## config.mk

```make
export PLATFORM = sky130hd
export DESIGN_NAME = dac_24bit_sd
export DESIGN_NICKNAME = d
export VERILOG_FILES = /design/src/rtl/dac_24bit_sd_pkg.sv /design/src/rtl/dac_24bit_sd_mod1.sv /design/src/rtl/dac_24bit_sd.sv
export SDC_FILE = /design/constraint.sdc
export NUM_CORES = 1
export LEC_CHECK = 0
export BUFFER_PORTS_ARGS = -buffer_cell sky130_fd_sc_hd__buf_2
export CORE_MARGIN = 4
export CORE_UTILIZATION = 60
export CTS_CLUSTER_DIAMETER = 40
export CTS_CLUSTER_SIZE = 24
export DETAILED_ROUTE_END_ITERATION = 7
export PLACE_DENSITY = 0.81
export SLEW_MARGIN = 20
export SYNTH_ARGS = -nofsm -noshare
export SYNTH_HDL_FRONTEND = slang
export SYNTH_SLANG_ARGS = --single-unit
```

## constraint.sdc

```tcl
create_clock -name clk -period 4.5 [get_ports clk]
set_input_delay 0.675 -clock clk [delete_from_list [all_inputs] [get_ports clk]]
set_output_delay 0.675 -clock clk [all_outputs]
set_load 0.03 [all_outputs]
```

## src/rtl/dac_24bit_sd_pkg.sv

```systemverilog
// Shared types and constants for the 24-bit first-order delta-sigma DAC.
package dac_pkg;

    typedef enum logic {
        IDLE = 1'b0,
        RUN  = 1'b1
    } state_e;

    localparam int CODE_W         = 24;
    localparam int MAX_POS_CODE   = 8388607;
    localparam int MIN_NEG_CODE   = -8388608;
    localparam int CHARGE_W       = 20;
    localparam int CHARGE_PER_BIT = 3;

    function automatic logic [4:0] popcount24(input logic [CODE_W-1:0] v);
        logic [4:0] n;
        n = '0;
        for (int i = 0; i < CODE_W; i++) begin
            n = n + {4'd0, v[i]};
        end
        return n;
    endfunction

endpackage

```

## src/rtl/dac_24bit_sd_mod1.sv

```systemverilog
// First-order delta-sigma core: 24-bit accumulator whose carry-out is the registered bit.
module dac_sd_mod1
    import dac_pkg::*;
(
    input  logic              clk,
    input  logic              rst_n,
    input  logic              en_i,
    input  logic              clr_i,
    input  logic [CODE_W-1:0] u_i,
    output logic              bit_o
);

    logic [CODE_W-1:0] acc_q, acc_d;
    logic              bit_q, bit_d;
    logic [CODE_W:0]   sum;

    // Clear wins over enable so the last RUN edge can park the core at zero.
    always_comb begin
        sum   = {1'b0, acc_q} + {1'b0, u_i};
        acc_d = acc_q;
        bit_d = bit_q;
        if (clr_i) begin
            acc_d = '0;
            bit_d = 1'b0;
        end else if (en_i) begin
            acc_d = sum[CODE_W-1:0];
            bit_d = sum[CODE_W];
        end
    end

    always_ff @(posedge clk or negedge rst_n) begin
        if (!rst_n) begin
            acc_q <= '0;
            bit_q <= 1'b0;
        end else begin
            acc_q <= acc_d;
            bit_q <= bit_d;
        end
    end

    assign bit_o = bit_q;

endmodule

```

## src/rtl/dac_24bit_sd.sv

```systemverilog
// 24-bit delta-sigma DAC top: hold/active buffering, IDLE/RUN sequencing, modulator.
// Optional bit-change charge monitor is built only when DAC_CHARGE_MON_EN is defined.
module dac_24bit_sd
    import dac_pkg::*;
#(
    parameter int OSR          = 64,
    parameter int CNT_W        = 16,
    parameter int CHARGE_LIMIT = 1000000
) (
    input  logic                clk,
    input  logic                rst_n,
    input  logic                enable,
    input  logic [CODE_W-1:0]   sample_in,
    input  logic                sample_valid,
    output logic                sample_ready,
    output logic                pdm_out,
    output logic                busy,
    output logic                underrun,
    output logic [CHARGE_W-1:0] charge,
    output logic                charge_ovr,
    input  logic                charge_clr
);

    // Handshake: a sample moves into the hold register on any edge where
    // sample_valid && sample_ready; sample_ready is simply "hold register empty".
    state_e            state_q, state_d;
    logic [CODE_W-1:0] hold_q, hold_d;
    logic [CODE_W-1:0] active_q, active_d;
    logic              hold_full_q, hold_full_d;
    logic [CNT_W-1:0]  cnt_q, cnt_d;
    logic              underrun_q, underrun_d;
    logic              xfer, load, boundary;
    logic              mod_en, mod_clr;
    logic [CODE_W-1:0] u;

    assign xfer     = sample_valid && !hold_full_q;
    assign boundary = (cnt_q == CNT_W'(OSR - 1));
    assign u        = {~active_q[CODE_W-1], active_q[CODE_W-2:0]};

    always_comb begin
        state_d    = state_q;
        cnt_d      = cnt_q;
        underrun_d = 1'b0;
        load       = 1'b0;
        mod_en     = 1'b0;
        mod_clr    = 1'b0;
        case (state_q)
            IDLE: begin
                mod_clr = 1'b1;
                if (enable && hold_full_q) begin
                    load    = 1'b1;
                    cnt_d   = '0;
                    state_d = RUN;
                end
            end
            RUN: begin
                mod_en = 1'b1;
                if (boundary) begin
                    cnt_d = '0;
                    if (!enable) begin
                        state_d = IDLE;
                        mod_clr = 1'b1;
                    end else if (hold_full_q) begin
                        load = 1'b1;
                    end else begin
                        underrun_d = 1'b1;
                    end
                end else begin
                    cnt_d = cnt_q + CNT_W'(1);
                end
            end
            default: state_d = IDLE;
        endcase
        active_d    = load ? hold_q : active_q;
        hold_d      = xfer ? sample_in : hold_q;
        hold_full_d = (hold_full_q && !load) || xfer;
    end

    always_ff @(posedge clk or negedge rst_n) begin
        if (!rst_n) begin
            state_q     <= IDLE;
            hold_q      <= '0;
            active_q    <= '0;
            hold_full_q <= 1'b0;
            cnt_q       <= '0;
            underrun_q  <= 1'b0;
        end else begin
            state_q     <= state_d;
            hold_q      <= hold_d;
            active_q    <= active_d;
            hold_full_q <= hold_full_d;
            cnt_q       <= cnt_d;
            underrun_q  <= underrun_d;
        end
    end

    dac_sd_mod1 u_mod (
        .clk   (clk),
        .rst_n (rst_n),
        .en_i  (mod_en),
        .clr_i (mod_clr),
        .u_i   (u),
        .bit_o (pdm_out)
    );

    assign sample_ready = !hold_full_q;
    assign busy         = (state_q == RUN);
    assign underrun     = underrun_q;

`ifdef DAC_CHARGE_MON_EN
    logic [CHARGE_W-1:0] charge_q, charge_d;
    logic                charge_ovr_q, charge_ovr_d;
    logic [CHARGE_W:0]   charge_sum;

    // Old active vs incoming hold gives the bits that flip on this load.
    always_comb begin
        charge_sum   = {1'b0, charge_q}
                     + (CHARGE_W + 1)'(CHARGE_PER_BIT * int'(popcount24(active_q ^ hold_q)));
        charge_d     = charge_q;
        charge_ovr_d = charge_ovr_q;
        if (charge_clr) begin
            charge_d     = '0;
            charge_ovr_d = 1'b0;
        end else begin
            if (load) begin
                charge_d = charge_sum[CHARGE_W] ? '1 : charge_sum[CHARGE_W-1:0];
            end
            charge_ovr_d = charge_ovr_q || (int'({12'd0, charge_d}) > CHARGE_LIMIT);
        end
    end

    always_ff @(posedge clk or negedge rst_n) begin
        if (!rst_n) begin
            charge_q     <= '0;
            charge_ovr_q <= 1'b0;
        end else begin
            charge_q     <= charge_d;
            charge_ovr_q <= charge_ovr_d;
        end
    end

    assign charge     = charge_q;
    assign charge_ovr = charge_ovr_q;
`else
    logic unused_charge;
    assign unused_charge = charge_clr ^ (CHARGE_LIMIT < 0);
    assign charge        = '0;
    assign charge_ovr    = 1'b0;
`endif

endmodule

```

Yosys cells after proc, flatten, opt, wreduce, memory -nomap -nowiden
Index checks and enable logic that the tools add are counted.

cells by class
  bitwise logic cells = 2
  $add $sub $neg = 2
  reduce and logical (&&, ||, !) cells = 7
  equal/unequal tests = 2
  multiplexer cells = 23

operator list
  kind                   number
  $mux 24                2
  $mux 16                2
  $pmux 16 s2            1
  $add 24x24->25         1
  $add 16x1->16 const B  1
  $eq 16x6->1 const B    1
  $mux 1                 15
  $pmux 1 s2             3
  $logic_and 1x1->1      3
  $logic_not 1->1        2
  $ne 2x2->1 const B     1
  $not 1->1              2
  $reduce_bool 2->1      1
  $logic_or 1x1->1       1

word-level totals
  flip-flop bits (word level) = 92
  input bits = 29
  logic and storage cells = 44
  output and inout bits = 25

Longest topological paths before layout
Gate-level depths: netlist (run 1).

  depth after elaboration = 7
  depth in mapped cells = 9
  depth with buffers taken out = 8

Cells and area by module
Synthesis (run 1) repeated with hierarchy kept, for this count alone.

second synthesis, totals
  cell total of the unflattened synthesis = 497
  area, all modules = 5310.1 µm²

by module, submodules not included
  module        area an instance (µm²)  cells an instance  instances
  dac_24bit_sd  3074.2                  242                1
  dac_sd_mod1   2235.9                  255                1

Least setup slack after synthesis (run 1)
No wires, ideal clock.

  path kind = register to register
  from = register active_q[0]
  to = register u_mod.acc_q[18]
  setup slack = 2.323 ns
  stages on the path, launching flop included = 9
  path buffers = 0
  library setup time = 0.128 ns
  data required time = 4.372 ns
  data arrival time = 2.049 ns
  cell sequence = dfrtp_1 -> ha_1 -> fa_1 -> a21o_1 -> a22o_1 -> a211o_1 -> a21oi_1 -> o21ai_0 -> mux2i_1

on the way
  word-level cells in the longest chain between the ends = 3

ends and longest elaborated chain
  what                    RTL line                 RTL
  start, declared         dac_24bit_sd.sv:28       logic [CODE_W-1:0] active_q, active_d;
  start signal, assigned  dac_24bit_sd.sv:90       active_q <= active_d;
  $add 24x24->25          dac_24bit_sd_mod1.sv:19  sum = {1'b0, acc_q} + {1'b0, u_i};
  $mux 24                 dac_24bit_sd_mod1.sv:25  end else if (en_i) begin
  $mux 24                 dac_24bit_sd_mod1.sv:22  if (clr_i) begin
  end signal, assigned    dac_24bit_sd_mod1.sv:33  acc_q <= '0;
  end signal, assigned    dac_24bit_sd_mod1.sv:36  acc_q <= acc_d;
  end, declared           dac_24bit_sd_mod1.sv:13  logic [CODE_W-1:0] acc_q, acc_d;

No other way between the ends. The select of a mux whose other input is x is not followed.
A chain may end at the register's enable or synchronous reset.

Final worst setup path (run 1)
  from = register active_q[0]
  to = register u_mod.bit_q (netlist: u_mod.bit_o)

on the way
  word-level cells in the longest chain between the ends = 3

ends and longest elaborated chain
  what                  RTL line                 RTL
  $add 24x24->25        dac_24bit_sd_mod1.sv:19
  $mux 1                dac_24bit_sd_mod1.sv:25
  $mux 1                dac_24bit_sd_mod1.sv:22
  end signal, assigned  dac_24bit_sd_mod1.sv:37  bit_q <= bit_d;
  end, declared         dac_24bit_sd_mod1.sv:14  logic bit_q, bit_d;

No other way between the ends. The select of a mux whose other input is x is not followed.

==> results.md, run 1 <==
- Outcome: finished, final reports clean
- Depth of the CTS H-tree: 3
- Final Max Tran Viols: 0
- Least setup slack across all paths after layout: a little over 2000 ps
- Gate family responsible for the most delay along the worst path: compound AO/OA/AOI/OAI gates
- CP arrival: roughly 2700 ps
- Post-DRT Antenna Nets: 0
- Clock period minus final worst setup slack: about 2500 ps
- Total length of routed wires: 9.583 mm
- Data required, critical path: roughly 4700 ps
- Worst path slowest cell: sky130_fd_sc_hd__fa_1
- Floorplan Core Area: approximately 8200 sq um
- Most common cell after layout, fill and taps aside: sky130_fd_sc_hd__dfrtp_1
- Unrepaired setup endpoints after global routing: false
- Biggest cell delay along the critical path: about 400 ps
- Chip height: around 100 um
- CP Buf/Inv Count: 0
- Global-route wire length before repair: roughly 17 mm
- Type of the worst min-delay path: in2async
- Total negative slack: 0 ps
- Later-pin clock latency in the skew report: approximately 360 ps
- Launching element type of the critical path: flip-flop
- Most used flip-flop cell after synthesis: sky130_fd_sc_hd__dfrtp_1
- Power per cell area: 622.2 nW/um^2
- Antenna fix cells: 0
- Portion of the post-synthesis area used by sequential elements: 45.59%
- Hold Violations, Final: 0
- Fraction of synthesis flops using an asynchronous set or reset pin: 100.0%
- Number of rows created at floorplan: 33
- Vias: between 3,000 and 4,000
- Crit path kind: reg2reg
- Number of instances in the synthesized netlist: approximately 470
- Static leakage: about 0.0025 uW
- IO Port Bufs: 31
- Fmax: a little over 0.4 GHz
- Layout fillers: roughly 640
- Floorplan die area: between 9000 and 10,000 sq um
- Antenna violations before repair: 0
- Number of standard cells in the final layout excluding fillers: between 600 and 700
- Synth top area cells: sky130_fd_sc_hd__dfrtp_1, sky130_fd_sc_hd__mux2_2, sky130_fd_sc_hd__ha_1, sky130_fd_sc_hd__mux2_4, sky130_fd_sc_hd__o21ai_0
- Initial core utilization: 61.46%
- DIE WIDTH: roughly 100 um
- Drt drc: 0
- Number of synthesized flops with an enable pin: 0
- Clk slew on worst S/H paths: about 90 ps
- Vias per cell: 5.948
- Iteration count of the initial detailed-routing pass: 5
- Commonest cells after routing, fill and taps aside: sky130_fd_sc_hd__dfrtp_1, sky130_fd_sc_hd__nor2_1, sky130_fd_sc_hd__o21ai_0
- Cells along the critical path: ha_1 -> fa_1 -> a21o_1 -> a221oi_2 -> o22ai_1 -> o21a_1 -> nor3_1 -> nor3_1
- Register area: between 2000 and 2500 sq um
- Number of sinks driven by the clock tree: between 90 and 100
- Average wire per standard cell: roughly 16 um
- Post-route standard cell area excluding fillers: about 5400 sq um
- Headroom to the max-slew limit: 53.64%
- Setup repair bufs after CTS: 0
- Area share of the largest cell type after synthesis: between 40% and 50%
- Post-DP HPWL: around 6.9 mm
- Initial detailed-routing violation count: 161
- Placed cells: 597
- Fraction of layout instances using a drive strength above 1: between 20% and 30%
- Multi-input logic area: roughly 2600 sq um
- Last weighted congestion value of the routability-driven placer: 0.8854
- Syn. warnings: 0
- TritonCTS clock tree: yes
- Number of nets in the final layout: about 560
- Resized cells post-CTS: 0
- Cell taking the most area after synthesis: sky130_fd_sc_hd__dfrtp_1
- GRT Overall Usage: between 20% and 30%
- Number of global-route vias before repair: 3,607
- CTS hold repair buffers: 0
- Maximum buffer depth of the clock tree: 2
- Area grow syn2layout: 7.037%
- Cell seen most often among critical-path stages: sky130_fd_sc_hd__nor3_1
- Clock root buffer: sky130_fd_sc_hd__clkbuf_8
- Skew final: roughly 8.4 ps
- Part of the cycle the worst path needs: roughly 55%
- Post-placement setup slack: between 2000 and 2500 ps
- Peak fanout along the critical path: 5
- Worst ir drop on vdd: 388.6 uV
- Cell area after synthesis: approximately 5000 sq um
- Slew of the pin with the lowest slew margin: ~700 ps
- Number of buffers created by CTS: 9
- Pin count of the biggest net entering global routing: 50
- Synth Area per Inst: between 10 and 15 sq um
- Library cells used by synthesis: 51
- Setup-failing EPs final: 0
- Crit end category: flip-flop
- Area of placed instances: about 5200 sq um
- Synthesis-stage register bit count: 92
- IO Count: 54
- Number of max-cap violations: 0
- Overflow left after global routing: 0
==> through the flow <==
stage          hold WS, ps  power, uW  utilization (%)
2_1_floorplan        379.4       2471                -
3_3_place_gp         461.4       2687            63.06
3_5_place_dp         470.9       2773            63.06
4_1_cts              340.7       3373            65.74
5_1_grt              370.9       3635            65.78
6_report             319.0       3363            65.78
==> registers in the layout, summed over array words and instances (netlist names) <==
signal	cells
hold_q	24
u_mod.acc_q	24
underrun	1
active_q	24
busy	1
cnt_q	16
u_mod.bit_o	1
hold_full_q	1
==> kinds of logic (layout without fill, tap and decap cells) <==
logic type               after synthesis  count (layout)  synth area share, %
multiplexers                          50              50                12.34
other                                  1              21              0.07426
XOR/XNOR                              14              14                2.428
AND/OR/NAND/NOR                      143             143                14.42
buffers and inverters                 40              54                5.401
AO/OA/AOI/OAI                        108             108                13.16
flip-flops                            92              92                45.59
adder cells (fa/ha/maj)               26              26                6.591
==> path summary, 6_finish.rpt <==
| check | startpoint | endpoint | slack (ps) | cells after the start |
|---|---|---|---|---|
| setup / recovery | active_q[0] | u_mod.bit_o | 2010 | 8 |
| hold / removal | rst_n | hold_q[10] | 320 | 1 |
| setup reg to reg | active_q[0] | u_mod.bit_o | 2010 | 8 |
| hold reg to reg | hold_q[23] | active_q[23] | 490 | 2 |
| max in group asynchronous | rst_n | hold_q[20] | 3210 | 2 |
| min in group clk | hold_q[23] | active_q[23] | 490 | 2 |
==> synth_stat cells (4+ instances only) <==
cell                        n
sky130_fd_sc_hd__a211oi_1   4
sky130_fd_sc_hd__a21o_1     9
sky130_fd_sc_hd__a21oi_1   26
sky130_fd_sc_hd__a31oi_1    4
sky130_fd_sc_hd__and2_1     4
sky130_fd_sc_hd__and3_1     5
sky130_fd_sc_hd__buf_4     21
sky130_fd_sc_hd__clkbuf_1   9
sky130_fd_sc_hd__dfrtp_1   92
sky130_fd_sc_hd__ha_1      25
sky130_fd_sc_hd__inv_1      4
sky130_fd_sc_hd__mux2_2    30
sky130_fd_sc_hd__mux2_4    17
sky130_fd_sc_hd__nand2_1   36
sky130_fd_sc_hd__nand3_1   12
sky130_fd_sc_hd__nand4_1    9
sky130_fd_sc_hd__nor2_1    39
sky130_fd_sc_hd__nor3_1    19
sky130_fd_sc_hd__o21a_1     8
sky130_fd_sc_hd__o21ai_0   39
sky130_fd_sc_hd__o31ai_1    4
sky130_fd_sc_hd__xnor2_1    9
sky130_fd_sc_hd__xor2_1     5
==> routing by layer <==
| metal | track usage, % | part of all wire, % | up-vias |
|---|---|---|---|
| li1 | - | - | 1727 |
| met1 | 29.00 | 45 | 1775 |
| met2 | 32.27 | 47 | 129 |
| met3 | 4.979 | 6.1 | 15 |
| met4 | 5.042 | 1.5 | 0 |
| met5 | 0 | 0 | - |
==> where the power goes <==
group / total [uW] / internal (uW) / switching, uW
Combinational: 1500 / 665 / 834
Clock: 590 / 305 / 285
Sequential: 1270 / 1110 / 168
Total: 3360 / 2080 / 1290
==> worst reg2reg max path: cells and delay by family, from the launching register on <==
kind / cells / cell delay, ps
AOI/OAI and AO/OA: 4 / 1070
adders and majority gates: 2 / 640
DFF: 1 / 390
and+or+nand+nor: 2 / 260
==> layout make-up <==
class / count / share of cell area, %
multi-input combinational: 362 / 47.29
tap: 105 / 2.431
clock inverter: 4 / 1.019
timing repair buffer: 34 / 3.333
inverter: 4 / 0.2778
sequential: 92 / 42.59
clock buffer: 12 / 3.056
(Power assumes the default switching activity.)
==> run 2, diff against run 1 <==
--- a/config.mk
+++ b/config.mk
@@ -7,11 +7,11 @@
 export LEC_CHECK = 0
 export BUFFER_PORTS_ARGS = -buffer_cell sky130_fd_sc_hd__buf_2
 export CORE_MARGIN = 4
-export CORE_UTILIZATION = 60
+export CORE_UTILIZATION = 59
 export CTS_CLUSTER_DIAMETER = 40
 export CTS_CLUSTER_SIZE = 24
 export DETAILED_ROUTE_END_ITERATION = 7
-export PLACE_DENSITY = 0.81
+export PLACE_DENSITY = 0.8
 export SLEW_MARGIN = 20
 export SYNTH_ARGS = -nofsm -noshare
 export SYNTH_HDL_FRONTEND = slang
==> constraint.sdc (replaced) <==
create_clock -name clk -period 2.5 [get_ports clk]
set_input_delay 0.375 -clock clk [delete_from_list [all_inputs] [get_ports clk]]
set_output_delay 0.375 -clock clk [all_outputs]
set_load 0.03 [all_outputs]
==> results.md, run 2 (synthesized netlist as in run 1, its figures left out) <==
- Regs by FF count: active_q (24), hold_q (24), u_mod.acc_q (24)
- Initial core utilization: ~61%
- Chip height: between 100 and 150 um
- Number of max-cap violations: 0
- Area grow syn2layout: 7.854%
- Floorplan die area: roughly 10,000 sq um
- Fraction of layout instances using a drive strength above 1: ~22%
- Setup-failing EPs final: 0
- Hold Violations, Final: 0
- Area of placed instances: 5244 sq um
- Internal power summed over all cells: between 3000 and 4000 uW
- Clock network fraction of total power: between 15 and 20%
- Overflow left after global routing: 0
- Antenna fix cells: 0
- Clock period minus final worst setup slack: 2341 ps
- Most common cell after layout, fill and taps aside: sky130_fd_sc_hd__dfrtp_1
- Post-route standard cell area excluding fillers: ~5400 sq um
- Crit end category: flip-flop
- Unrepaired setup endpoints after global routing: false
- Post-DP HPWL: 6.774 mm
- Layout fillers: roughly 650
- Depth of the CTS H-tree: 3
- Switching part of the total power: a little under two fifths
- Average wire per standard cell: 15.26 um
- Total negative slack: 0 ps
- IO Count: 54
- Worst ir drop on vdd: about 520 uV
- Static leakage: approximately 0.0025 uW
- Floorplan Core Area: ~8300 sq um
- Number of sinks driven by the clock tree: 92
- Commonest cells after routing, fill and taps aside: sky130_fd_sc_hd__dfrtp_1, sky130_fd_sc_hd__nor2_1, sky130_fd_sc_hd__o21ai_0
- Final Max Tran Viols: 0
- Number of rows created at floorplan: 33
- Iteration count of the initial detailed-routing pass: 4
- Data required, critical path: 2770 ps
- Register area: 2302 sq um
- Initial detailed-routing violation count: 220
- Number of nets in the final layout: between 500 and 600
- Setup repair bufs after CTS: 0
- Peak fanout along the critical path: 3
- Part of the cycle the worst path needs: 93.66%
- Skew final: between 10 and 15 ps
- Clk slew on worst S/H paths: about 80 ps
- Fmax: 0.4271 GHz
- Number of global-route vias before repair: roughly 3,500
- Post-DRT Antenna Nets: 0
- Total length of routed wires: between 9 and 10 mm
- Drt drc: 0
- Launching element type of the critical path: flip-flop
- Global-route wire length before repair: 16.35 mm
- CP arrival: 2610 ps
- Clock root buffer: sky130_fd_sc_hd__clkbuf_8
- Post-placement setup slack: around 150 ps
- Last weighted congestion value of the routability-driven placer: around 0.86
- DIE WIDTH: ~100 um
- IO Port Bufs: 31
- Maximum buffer depth of the clock tree: 2
- Multi-input logic area: 2561 sq um
- Later-pin clock latency in the skew report: around 360 ps
- Headroom to the max-slew limit: 57.74%
- Number of buffers created by CTS: 9
- Vias per cell: approximately 5.8
- Vias: ~3,600
- Outcome: finished, final reports clean
- Power per cell area: ~1100 nW/um^2
- GRT Overall Usage: 20.25%
- Antenna violations before repair: 0
- Least setup slack across all paths after layout: 158.5 ps
- Crit path kind: reg2reg
- Sequential Power Share: between 30% and 40%
- Type of the worst min-delay path: in2async
- Switching Power: between 2000 and 2500 uW
- TritonCTS clock tree: yes
- Portion of total power attributed to combinational logic: a little under half
- Pin count of the biggest net entering global routing: 50
- Slew of the pin with the lowest slew margin: 633.8 ps
run 2: changes by cell type in the layout (fill, tap and decap cells not counted):
cell / delta
sky130_fd_sc_hd__inv_6: -1
sky130_fd_sc_hd__buf_12: +2
sky130_fd_sc_hd__a211oi_1: -1
sky130_fd_sc_hd__buf_4: +3
sky130_fd_sc_hd__clkinv_2: +2
sky130_fd_sc_hd__a211oi_2: +1
sky130_fd_sc_hd__clkinvlp_4: -1
sky130_fd_sc_hd__clkbuf_8: -2
sky130_fd_sc_hd__clkbuf_1: +2
run 2: path summary, 6_finish.rpt:
path                              endpoint  cells after the start          start  slack (ps)
setup / recovery           u_mod.acc_q[20]                      8    active_q[0]         160
hold reg to reg                   cnt_q[3]                      1       cnt_q[3]         500
min in group clk                hold_q[15]                      2  sample_in[15]         240
setup reg to reg           u_mod.acc_q[20]                      8    active_q[0]         160
max in group asynchronous  u_mod.acc_q[21]                      2          rst_n        1810
hold / removal                  hold_q[10]                      1          rst_n          40
run 2: worst max-delay path, stage by stage (launching register included):
cell and delay (ps):
sky130_fd_sc_hd__dfrtp_1 380, sky130_fd_sc_hd__ha_1 230, sky130_fd_sc_hd__fa_1 410, sky130_fd_sc_hd__a21o_1 220
sky130_fd_sc_hd__a221oi_2 290, sky130_fd_sc_hd__o22ai_1 160, sky130_fd_sc_hd__o21a_1 250, sky130_fd_sc_hd__o21a_1 170
sky130_fd_sc_hd__nor3_1 140
run 2: per-stage QoR:
| step | instances | total power, uW | hold WS (ps) | util [%] |
|---|---|---|---|---|
| 4_1_cts | 618 | 6007 | 37.33 | 65.85 |
| 3_3_place_gp | 602 | 4865 | 427.8 | 63.50 |
| 2_1_floorplan | 494 | 4447 | 79.41 | - |
| 5_1_grt | 618 | 6518 | 66.55 | 65.95 |
| 6_report | 618 | 6000 | 36.21 | 65.95 |
| 3_5_place_dp | 602 | 4990 | 432.0 | 63.50 |
run 2: power by group through the flow:
stage          logic [uW]  registers, uW  clock network, uW
4_1_cts              2700           2290               1020
3_5_place_dp         2670           2320                  0
5_1_grt              3100           2350               1070
3_3_place_gp         2570           2290                  0
6_report             2730           2290                982
2_1_floorplan        2210           2240                  0
run 2: timing repair:
action	CTS	global route
resized for setup	0	2
setup endpoints to repair	0	2
hold buffers	0	0
run 2: cell type report:
cell class              instances  share of cell area (%)
multi-input cells             362                   47.03
flip-flops and latches         92                   42.27
repair buffers                 39                   4.457
clock buffers                  12                   2.665
well taps                     105                   2.412
clock inverters                 4                  0.8959
inverters                       4                  0.2757
run 2: routing by layer:
| metal | GRT usage, % | wire length (um) |
|---|---|---|
| met4 | 7.772 | 133 |
| met1 | 28.08 | 4492 |
| met3 | 3.737 | 482 |
| met5 | 0 | 0 |
| met2 | 31.80 | 4322 |
